**src/rtl/gray_ch_serializer_if.sv**
```systemverilog
// Frame handshake bundle between the gray converter and the serializer.
// master: drives in_valid, data_gray, vld_ch, data_count; slave: drives in_ready.
interface gray_ch_serializer_if #(
  parameter int DATA_W = 128,
  parameter int CNT_W  = 16
);
  logic              in_valid;
  logic              in_ready;
  logic [DATA_W-1:0] data_gray;
  logic [7:0]        vld_ch;
  logic [CNT_W-1:0]  data_count;

  modport master (
    output in_valid,
    output data_gray,
    output vld_ch,
    output data_count,
    input  in_ready
  );

  modport slave (
    input  in_valid,
    input  data_gray,
    input  vld_ch,
    input  data_count,
    output in_ready
  );
endinterface

```
**src/rtl/gray_ch_serializer.sv**
```systemverilog
// Serializes one gray frame MSB-first onto the selected channels, 1 bit/clk.
// Ports: clk, rst_n, s (frame in), dout/dout_vld/dout_last, busy, drop_cnt.
module gray_ch_serializer #(
  parameter int DATA_W = 128,
  parameter int CNT_W  = 16
) (
  input  logic                 clk,
  input  logic                 rst_n,
  gray_ch_serializer_if.slave  s,
  output logic                 dout,
  output logic [7:0]           dout_vld,
  output logic                 dout_last,
  output logic                 busy,
  output logic [7:0]           drop_cnt
);

  localparam logic [CNT_W-1:0] MAX_CNT = CNT_W'(DATA_W);
  localparam logic [CNT_W-1:0] ONE     = CNT_W'(1);
  localparam logic [CNT_W-1:0] TWO     = CNT_W'(2);

  typedef enum logic {
    IDLE,
    SHIFT
  } state_t;

  state_t            state;
  logic [DATA_W-1:0] shreg;
  logic [7:0]        ch_reg;
  logic [CNT_W-1:0]  remaining;
  logic              last_q;

  logic on_last;
  logic xfer;
  logic legal;
  logic take;
  logic drop;

  assign on_last = (state == SHIFT) &&
                   (remaining == ONE);

  assign s.in_ready = (state == IDLE) || on_last;

  assign xfer = s.in_valid && s.in_ready;

  assign legal = (s.data_count != '0) &&
                 (s.data_count <= MAX_CNT) &&
                 (s.vld_ch != 8'h00);

  assign take = xfer && legal;
  assign drop = xfer && !legal;

  // Idle clears shreg and ch_reg so the
  // outputs below are plain register taps.
  always_ff @(posedge clk or negedge rst_n) begin
    if (!rst_n) begin
      state     <= IDLE;
      shreg     <= '0;
      ch_reg    <= '0;
      remaining <= '0;
      last_q    <= 1'b0;
      drop_cnt  <= '0;
    end else begin
      if (drop && (drop_cnt != 8'hFF))
        drop_cnt <= drop_cnt + 8'd1;

      unique case (1'b1)
        take: begin
          state     <= SHIFT;
          shreg     <= s.data_gray;
          ch_reg    <= s.vld_ch;
          remaining <= s.data_count;
          last_q    <= (s.data_count == ONE);
        end
        (state == SHIFT) && !on_last: begin
          shreg     <= {shreg[DATA_W-2:0], 1'b0};
          remaining <= remaining - ONE;
          last_q    <= (remaining == TWO);
        end
        default: begin
          state     <= IDLE;
          shreg     <= '0;
          ch_reg    <= '0;
          remaining <= '0;
          last_q    <= 1'b0;
        end
      endcase
    end
  end

  assign dout      = shreg[DATA_W-1];
  assign dout_vld  = ch_reg;
  assign dout_last = last_q;
  assign busy      = (state == SHIFT);

endmodule

```
**src/flat_wrapper.sv**
```systemverilog
// flat-port wrapper written by rule: the top's interface ports become plain ports
module gray_ch_serializer_flat 
#(
  parameter int DATA_W = 128,
  parameter int CNT_W  = 16
)
  (clk, rst_n, dout, dout_vld, dout_last, busy, drop_cnt, s_in_valid, s_data_gray, s_vld_ch, s_data_count, s_in_ready);
  gray_ch_serializer_if #(.DATA_W(DATA_W), .CNT_W(CNT_W)) s_i ();
  input  logic clk;
  input  logic rst_n;
  output logic dout;
  output logic [7:0] dout_vld;
  output logic dout_last;
  output logic busy;
  output logic [7:0] drop_cnt;
  input wire logic [$bits(s_i.in_valid)-1:0] s_in_valid;
  input wire logic [$bits(s_i.data_gray)-1:0] s_data_gray;
  input wire logic [$bits(s_i.vld_ch)-1:0] s_vld_ch;
  input wire logic [$bits(s_i.data_count)-1:0] s_data_count;
  output wire logic [$bits(s_i.in_ready)-1:0] s_in_ready;
  assign s_i.in_valid = s_in_valid;
  assign s_i.data_gray = s_data_gray;
  assign s_i.vld_ch = s_vld_ch;
  assign s_i.data_count = s_data_count;
  assign s_in_ready = s_i.in_ready;
  gray_ch_serializer #(.DATA_W(DATA_W), .CNT_W(CNT_W)) u_core (.clk(clk), .rst_n(rst_n), .s(s_i), .dout(dout), .dout_vld(dout_vld), .dout_last(dout_last), .busy(busy), .drop_cnt(drop_cnt));
endmodule
```
**config.mk**
```make
export PLATFORM = sky130hd
export DESIGN_NAME = gray_ch_serializer_flat
export DESIGN_NICKNAME = d
export VERILOG_FILES = /design/src/rtl/gray_ch_serializer_if.sv /design/src/rtl/gray_ch_serializer.sv /design/src/flat_wrapper.sv
export SDC_FILE = /design/constraint.sdc
export NUM_CORES = 1
export LEC_CHECK = 0
export BUFFER_PORTS_ARGS = -buffer_cell sky130_fd_sc_hd__buf_4
export CORE_MARGIN = 10
export CORE_UTILIZATION = 52
export CTS_BUF_LIST = sky130_fd_sc_hd__clkbuf_16
export CTS_CLUSTER_SIZE = 12
export DETAILED_ROUTE_END_ITERATION = 6
export GPL_TIMING_DRIVEN = 1
export PLACE_DENSITY = 0.77
export SLEW_MARGIN = 20
export SYNTH_ARGS = -nofsm -noshare
export SYNTH_HDL_FRONTEND = slang
export SYNTH_SLANG_ARGS = --single-unit
```
**constraint.sdc**
```tcl
create_clock -name clk -period 2.6 [get_ports clk]
set_clock_uncertainty 0.2 [all_clocks]
set_input_delay 0.13 -clock clk [delete_from_list [all_inputs] [get_ports clk]]
set_output_delay 0.13 -clock clk [all_outputs]
set_load 0.005 [all_outputs]
```
==> results.md <==
* Status: finished clean
* CTS buffer count at 17
* Mapped Avg Cell Area at 13.9 um2
* Final Hold Viols at 0
* CP max-delay cell: dlygate4sd3_1
* Asr flop ratio synth at 100%
* Worst Max-Slew Pin Slew at 0.803 ns
* Xor/xnor cell area share of the yosys netlist at 2.68%
* CP bufs+invs at 4
* Crit path time final at 2.51 ns
* Yosys reg bits at 162
* Worst Setup SP: s_data_count[14]
* Via Count at 5202
* Final ANT Viol Nets at 0
* Final worst-path cycle share at 96.5%
* Final Power at 6030 uW
* Relative slew slack at 46.5%
* P_sw at 1460 uW
* Row count at 39
* Sw frac at 24.2%
* Crit path max fanout at 2
* Detailed Place HPWL at 11.2 mm
* Die height at 129 um
* DR WL/cell at 22.7 um
* Main flop type after synthesis: dfrtp_1
* Most frequent cells in the layout: buf_4 (180), dfrtp_1 (162), dlygate4sd3_1 (149)
* EDFF count, synth at 0
* Share of post-route cells with drive strength above 1 at 28.1%
* FF-to-FF path depth at 5
* Post-CTS Setup Bufs at 0
* Slowest stage delay, CP at 0.61 ns
* Crit path capture: u_core.dout_last$_DFF_PN0_
* # H-tree levels at 4
* F_max at 0.398 GHz
* Post-Synth Adder-Cell Area at 0.807%
* Maximum vdd drop at 445 uV
* Worst setup EP type: flop
* Reg2Reg Setup Slack at 0.13 ns
* Max_cap viols at 0
* # DRC at 0
* Setup CP Type: input pin to flop
* Skew-Pair Late Insertion Delay at 0.43 ns
* Mapped Area at 6200 um2
* Power per cell area at 619 nW/um2
* Seq/Total Area, Yosys at 65.3%
* Final TNS setup at 0 ns
* DIE WIDTH at 129 um
* Worst-path clk slew at 0.06 ns
* WP data arrival at 2.61 ns
* Vias in the first global route at 5715
* GR Util All Layers at 25.3%
* CTS tree: done
* Fin area at 9750 um2
* Util after Layout at 84.3%
* Startpoint of the worst-slack reg-to-reg timing path: u_core.remaining[0]$_DFF_PN0_
* Comb pwr share at 15.1%
* Hold_ws at 0.0101 ns
* CP Depth at 8
* Buffer type at the clock tree root: clkbuf_16
* Clk sinks at 162
* I/O pin cnt at 175
* Complex-gate fraction of the synthesized area at 21.1%
* GRT overflow at 0
* Core area at 11600 um2
* WP data required at 2.70 ns
* Simple-gate area share of the yosys netlist at 6.78%
* Port Buf Inserts at 174
* Initial DRC count at 487
* Hold Path Class: input pin to asynchronous set/reset pin
* Ys Warns at 0
* First-pass GRT wire length at 32.1 mm
* Unrepaired setup endpoints after global routing: false
* Post-layout nets at 926
* Die area at 16700 um2
* Vias/cell at 5.64
* P_int at 4570 uW
* Worst reg2reg endpoint: u_core.shreg[11]$_DFF_PN0_
* DP Area at 7670 um2
* Final Max Tran Viols at 0
* Largest net degree at the start of global routing at 80
* CTS max path bufs at 2
* Initial core utilization at 53.7%
* Layout area overhead at 57.1%
* Startpoint Class: input pin
* Synth Instances at 445
* RD Place Congestion at 0.880
* Netlist cell types at 39
* Most frequent CP cell: dlygate4sd3_1
* CP cell instances: dlygate4sd3_1 -> buf_4 -> nor4_1 -> dlygate4sd3_1 -> and4_1 -> dlygate4sd3_1 -> nand3_1 -> o41ai_1
* Drt first pass iters at 5
* CP top delay family: buffers and inverters
* Synth Net Count at 604
* Largest family of logic cells by synthesized area: compound AO/OA/AOI/OAI gates
* Initial antenna violation count at 3
* Reg power frac at 44.7%
* Commonest non-fill, non-tap cell in the layout: buf_4
* WL final at 21.0 mm
* Post-synthesis mux area share at 0.181%
* Lkg Pwr at 0.00484 uW
* Clock network power share at 40.1%
* Setup Viol. Count Final at 0
-- flip-flops by register name, indices dropped and copies added, names as in the netlist --
name	flops
u_core.busy	1
u_core.dout_last	1
u_core.dout_vld	8
u_core.drop_cnt	8
u_core.remaining	16
u_core.shreg	128
-- power by group through the flow --
| stage | clock network, uW | logic, uW | registers (uW) |
|---|---|---|---|
| finish | 2420 | 913 | 2700 |
| global route | 2540 | 986 | 2710 |
| CTS | 2420 | 889 | 2690 |
| detailed placement | 0 | 698 | 2740 |
| global placement | 0 | 686 | 2730 |
| floorplan | 0 | 291 | 2720 |
-- cell usage after synthesis (2+ instances only) --
cell	count	share of area [%]
nor4_1	8	0.81
xor2_1	11	1.6
nand3_1	4	0.32
o21ai_1	8	0.65
a21oi_1	3	0.24
buf_4	14	1.7
nor4_4	2	0.69
inv_1	4	0.24
or4_1	5	0.61
dfrtp_1	162	65
nor3b_1	2	0.24
nor4_2	2	0.40
nor3_1	5	0.40
nand2_1	17	1.0
a22o_1	135	19
clkbuf_1	15	0.91
ha_1	4	0.81
nor2_1	11	0.67
xnor2_1	8	1.1
nand4_1	5	0.50
buf_2	2	0.16
-- repair_timing --
action,4_1_cts,5_1_grt
resized for setup,1,5
hold buffers,149,0
cloned,0,0
endpoints found under the setup margin,1,142
pin swaps,0,1
endpoints found under the hold margin,269,0
-- stage by stage --
| step | cells | setup slack [ns] |
|---|---|---|
| after floorplan | 445 | 0.331 |
| after global placement | 742 | 0.164 |
| after detailed placement | 742 | 0.118 |
| after CTS | 919 | 0.00794 |
| after global routing | 922 | 0.0106 |
| final | 923 | 0.0903 |
-- worst min-delay path by stage --
stage / startpoint / to / slack [ns] / depth (start not counted)
final: rst_n / u_core.remaining[5]$_DFF_PN0_ / 0.01 / 2
after global routing: rst_n / u_core.shreg[92]$_DFF_PN0_ / 0.05 / 2
after CTS: rst_n / u_core.remaining[2]$_DFF_PN0_ / 0.02 / 2
after detailed placement: rst_n / u_core.remaining[2]$_DFF_PN0_ / -0.1 / 1
after global placement: rst_n / u_core.remaining[5]$_DFF_PN0_ / -0.11 / 1
after floorplan: rst_n / u_core.busy$_DFFE_PN0P_ / -0.37 / 0
-- layer usage --
metal / up-vias / wire (um) / track usage (%)
met1: 2628 / 7760 / 28.4
met3: 39 / 1310 / 7.14
met5: - / 0 / 0
li1: 2325 / - / -
met2: 210 / 11400 / 44.9
met4: 0 / 502 / 9.50
-- worst register-to-register path, cell delays in order (launching register included) --
cell and delay, ns:
dfrtp_1 0.44, ha_1 0.22, nor3b_2 0.17, a41oi_4 0.29, buf_4 0.69, a22o_1 0.38
-- cell type report --
class | instances | area [um2]
multi-input combinational | 246 | 1990
clock inverter | 11 | 126
inverter | 5 | 21.3
timing repair buffer | 335 | 2950
fill | 573 | 1810
sequential | 162 | 4050
antenna | 4 | 10.0
clock buffer | 17 | 425
tap | 143 | 179
-- kinds of logic after synthesis --
logic type      Yosys count
xor+xnor                 19
simple gates             70
fa+ha+maj                 4
flops                   162
mux                       1
buf+inv                  37
compound gates          152
(Power assumes the default switching activity.)
